`src/rtl/uart_rx.sv`:
```
// 8N1 UART receiver with 16x oversampling, LSB first.
// Two-flop input synchroniser, private tick divider, mid-bit sampling, one-clock strobes.
module uart_rx #(
    parameter int CLK_FREQ  = 44,
    parameter int BAUD_RATE = 9600,
    parameter int DATA_BITS = 8
) (
    input  logic                 clk,
    input  logic                 rst,
    input  logic                 rx,
    output logic [DATA_BITS-1:0] rx_data,
    output logic                 rx_valid,
    output logic                 frame_err,
    output logic                 busy
);

    localparam int OS_COUNT = int'((CLK_FREQ * 1000000) / (BAUD_RATE * 16));
    localparam int OS_W     = (OS_COUNT > 1) ? $clog2(OS_COUNT) : 1;
    localparam logic [OS_W-1:0] OS_LAST  = OS_W'(OS_COUNT - 1);
    localparam logic [2:0]      LAST_BIT = 3'(DATA_BITS - 1);

    typedef enum logic [1:0] {
        IDLE  = 2'd0,
        START = 2'd1,
        DATA  = 2'd2,
        STOP  = 2'd3
    } state_t;

    state_t                 state_q, state_d;
    logic                   rx_meta_q, rx_meta_d;
    logic                   rx_s_q, rx_s_d;
    logic [OS_W-1:0]        os_cnt_q, os_cnt_d;
    logic [3:0]             os_cnt16_q, os_cnt16_d;
    logic [2:0]             bit_idx_q, bit_idx_d;
    logic [DATA_BITS-1:0]   shreg_q, shreg_d;
    logic [DATA_BITS-1:0]   rx_data_q, rx_data_d;
    logic                   rx_valid_q, rx_valid_d;
    logic                   frame_err_q, frame_err_d;
    logic                   armed_q, armed_d;
    logic                   tick;

    always_ff @(posedge clk or posedge rst) begin
        if (rst) begin
            state_q     <= IDLE;
            rx_meta_q   <= 1'b1;
            rx_s_q      <= 1'b1;
            os_cnt_q    <= '0;
            os_cnt16_q  <= '0;
            bit_idx_q   <= '0;
            shreg_q     <= '0;
            rx_data_q   <= '0;
            rx_valid_q  <= 1'b0;
            frame_err_q <= 1'b0;
            armed_q     <= 1'b0;
        end else begin
            state_q     <= state_d;
            rx_meta_q   <= rx_meta_d;
            rx_s_q      <= rx_s_d;
            os_cnt_q    <= os_cnt_d;
            os_cnt16_q  <= os_cnt16_d;
            bit_idx_q   <= bit_idx_d;
            shreg_q     <= shreg_d;
            rx_data_q   <= rx_data_d;
            rx_valid_q  <= rx_valid_d;
            frame_err_q <= frame_err_d;
            armed_q     <= armed_d;
        end
    end

    always_comb begin
        state_d     = state_q;
        rx_meta_d   = rx;
        rx_s_d      = rx_meta_q;
        bit_idx_d   = bit_idx_q;
        shreg_d     = shreg_q;
        rx_data_d   = rx_data_q;
        rx_valid_d  = 1'b0;
        frame_err_d = 1'b0;
        armed_d     = armed_q;

        tick       = (os_cnt_q == OS_LAST);
        os_cnt_d   = tick ? '0 : os_cnt_q + OS_W'(1);
        os_cnt16_d = tick ? os_cnt16_q + 4'd1 : os_cnt16_q;

        unique case (state_q)
            IDLE: begin
                // armed blocks retriggering on a line still low after a framing error
                if (rx_s_q) begin
                    armed_d = 1'b1;
                end else if (armed_q) begin
                    state_d    = START;
                    os_cnt_d   = '0;
                    os_cnt16_d = '0;
                end
            end
            START: begin
                if (tick && os_cnt16_q == 4'd7) begin
                    if (!rx_s_q) begin
                        state_d    = DATA;
                        bit_idx_d  = '0;
                        os_cnt16_d = '0;
                    end else begin
                        state_d = IDLE;
                    end
                end
            end
            DATA: begin
                if (tick && os_cnt16_q == 4'd15) begin
                    shreg_d = {rx_s_q, shreg_q[DATA_BITS-1:1]};
                    if (bit_idx_q == LAST_BIT) begin
                        state_d = STOP;
                    end else begin
                        bit_idx_d = bit_idx_q + 3'd1;
                    end
                end
            end
            STOP: begin
                if (tick && os_cnt16_q == 4'd15) begin
                    state_d = IDLE;
                    if (rx_s_q) begin
                        rx_data_d  = shreg_q;
                        rx_valid_d = 1'b1;
                    end else begin
                        frame_err_d = 1'b1;
                        armed_d     = 1'b0;
                    end
                end
            end
            default: state_d = IDLE;
        endcase
    end

    assign rx_data   = rx_data_q;
    assign rx_valid  = rx_valid_q;
    assign frame_err = frame_err_q;
    assign busy      = (state_q != IDLE);

endmodule
```
`config.mk`:
```
export PLATFORM = sky130hd
export DESIGN_NAME = uart_rx
export DESIGN_NICKNAME = d
export VERILOG_FILES = /design/src/rtl/uart_rx.sv
export SDC_FILE = /design/constraint.sdc
export NUM_CORES = 1
export LEC_CHECK = 0
export CAP_MARGIN = 5
export CORE_MARGIN = 2
export CORE_UTILIZATION = 57
export DETAILED_ROUTE_END_ITERATION = 8
export PLACE_DENSITY = 0.84
export RECOVER_POWER = 25
export SLEW_MARGIN = 20
export SYNTH_ARGS = -nofsm -noshare
export SYNTH_HDL_FRONTEND = slang
export SYNTH_SLANG_ARGS = --single-unit
```
`constraint.sdc`:
```
create_clock -name clk -period 2.3 [get_ports clk]
set_input_delay 0.345 -clock clk [delete_from_list [all_inputs] [get_ports clk]]
set_output_delay 0.345 -clock clk [all_outputs]
set_load 0.05 [all_outputs]
```
==> impl_results.md <==
- Main synth FF type: dfrtp_1
- Top post-synthesis cells by area: dfrtp_1 51%, mux2_2 10%, nor2_1 3.8%, ha_1 3.5%, dfstp_2 2.9%
- Gr busiest metal: met2
- Worst path required time: 2550 ps
- Final net count: 178
- Clock transition at path regs: 110 ps
- Die Y: 60.22 µm
- Fillers: 229
- Placed cell areas: 1984 µm²
- Num CTS Buffers: 5
- DRC violations left: 0
- Post-synth cell types: 37
- Number of gates resized after CTS: 0
- Netlist Area Pre-Place: 1802 µm²
- Pleak: 0.9471 nW
- Total gr overflow: 0
- Slew headroom: 0.3821
- Ys async rst share: 1.000
- # IOs: 14
- Grt met3 use: 0.07792
- Antenna violations before repair: 0
- Clock root buffer: clkbuf_4
- Critical-path cell list: nand4bb_1 > nor4_2 > o22ai_1 > a32o_1
- Layout cell share with drive strength beyond 1: 0.2047
- CP arrival: 2270 ps
- Core ar.: 3028 µm²
- Final hold violation count: 0
- Post-synth EDFFs: 0
- Endpoint class of the critical path: flop
- Synth-to-layout area growth: 14.17%
- Yosys top cell area share: 0.5139
- Worst Hold Class: flop to flop
- Worst Tran Pin Value: 926.9 ps
- PortBufs: 13
- Setup bufs post-CTS: 0
- CTS tree: yes
- Detailed Route Iter0 Violations: 33
- Crit path max fanout: 7
- Estimated wirelength of the detail-placed design: 2.333 mm
- WL per Instance: 15.32 µm
- Cell Rows: 20
- PwrDens: 703.1 nW/µm²
- Seq/Total Area, Yosys: 0.5431
- R2R Path Start: os_cnt_q[7]
- DIE WIDTH: 60.22 µm
- Setup violations, final: 0
- Met2 Use GR: 0.3525
- Initial Util: 0.5950
- Die area: 3626 µm²
- Crit start category: flop
- Syn_nets: 160
- Slew Limit Fails: 0
- Tcrit/Tclk final: 0.8807
- Number of global-route vias before repair: 1238
- Syn Area/Cell: 11.85 µm²
- Slowest cell on crit path: nor4_2
- Longest Clk Path Bufs: 2
- CTS H-tree depth: 2
- FF+latch count, synth: 39
- Setup tns final: 0 ps
- Global-route wire length before repair: 5.651 mm
- Latest clock arrival within the worst-skew pair: 350 ps
- Met1 global-route usage: 0.2585
- Cells after Synth: 152
- Total routed wirelength: 3.293 mm
- R2r worst-path depth: 4
- Most frequent cells after synthesis: 37 x dfrtp_1, 18 x nor2_1, 16 x mux2_2
- Final min period: 2026 ps
- Crit Path Category: flop to flop
- Post-synth top area cell: dfrtp_1
- Routed vias/inst: 5.674
- Detailed-route via count: 1220
- Final Cell Area: 2057 µm²
- HP Start: rx_meta_q
- Top-count cell post-synth: dfrtp_1
- Worst vdd ir: 0.0005512 V
- Overall Global Routing Usage: 0.2190
- Pin count of the biggest net entering global routing: 40
- Critical path launch point: os_cnt_q[7]
- Global placement routability congestion: 0.8349
- Worst clock skew: 14.74 ps
- Outcome: completed
- Synth warn: 0
- Hold_buf cts: 0
- CTS Sinks: 39
- 1st-pass router iterations: 4
- Number of routed nets with antenna violations: 0
- Power after layout: 1.446 mW
- Max Fclk: 0.4937 GHz
- Hold Path Stages: 0
- Ant. Diodes: 0
- Max Cap Viol: 0
- CP peak stage delay: 580 ps
- RSZ-0062 raised after global routing: no
## cell type report
class                      instances  area [µm²]  share of cell area
sequential                        39       978.4              0.4757
multi-input combinational        102       775.7              0.3771
timing repair buffer              16       152.6             0.07421
clock buffer                       7       65.06             0.03163
tap                               44       55.05             0.02676
inverter                           6       22.52             0.01095
clock inverter                     1       7.507            0.003650
## power by group
group / leakage [nW] / switching [mW] / internal (mW)
logic: 0.397 / 0.116 / 0.0928
clock network: 0.0375 / 0.225 / 0.179
registers: 0.513 / 0.0868 / 0.747
total: 0.947 / 0.428 / 1.02
## cells by family (layout without fill, tap and decap cells)
family,Yosys count,after routing,synth area share
muxes,16,16,0.1000
xor gates and xnor gates,11,11,0.05347
adders and majority gates,5,5,0.03472
AOI/OAI and AO/OA,14,14,0.05278
and+or+nand+nor,56,56,0.1896
DFF,39,39,0.5431
buffers and inverters,11,30,0.02639
## routing by layer
layer  vias up  routed length [µm]
li1        574                   -
met1       605                1400
met2        29                1640
met3        12                 155
met4         0                  95
met5         -                   0
## registers in the layout (all words and copies together) (netlist names), named ones only
register	flops
bit_idx_q	3
os_cnt16_q	4
rx_meta_q	1
state_q	1
rx_data	8
shreg_q	8
os_cnt_q	9
rx_s_q	1
frame_err	1
rx_valid	1
armed_q	1
## metrics by stage
step                      utilization  instances  hold slack (ps)  setup WS (ps)
after floorplan                     -        152            345.2          456.6
after global placement         0.6554        207            346.8          424.5
after detailed placement       0.6554        207            349.8          309.4
after CTS                      0.6793        215            370.1          52.36
after global routing           0.6793        215            372.8          91.51
final                          0.6793        215            367.6          274.4
## path summary, 6_finish.rpt
path                       slack [ps]           end
min                               370        rx_s_q
max in group asynchronous        1000    state_q[0]
max                               270  bit_idx_q[1]
min reg2reg                       370        rx_s_q
min in group asynchronous         710    rx_data[6]
max reg2reg                       270  bit_idx_q[1]
## cells in the final DEF (no fill, tap or decap), types with 3 or more instances in the layout
cell and instances:
xnor2_1 6, nand4_1 3, xor2_1 5, dfrtp_1 37, inv_1 6, mux2_2 16
clkbuf_4 5, nor3_1 5, ha_1 5, nand2_1 5, clkdlybuf4s50_1 10, a21oi_1 3
nand3_1 4, nor2_1 18
## worst max-delay path, delay by kind of cell, from the launching register on
| family | cells | cell delay [ps] |
|---|---|---|
| DFF | 1 | 440 |
| AOI/OAI and AO/OA | 2 | 450 |
| and+or+nand+nor | 2 | 1050 |
Note: power is estimated with default switching activity, not from simulation.
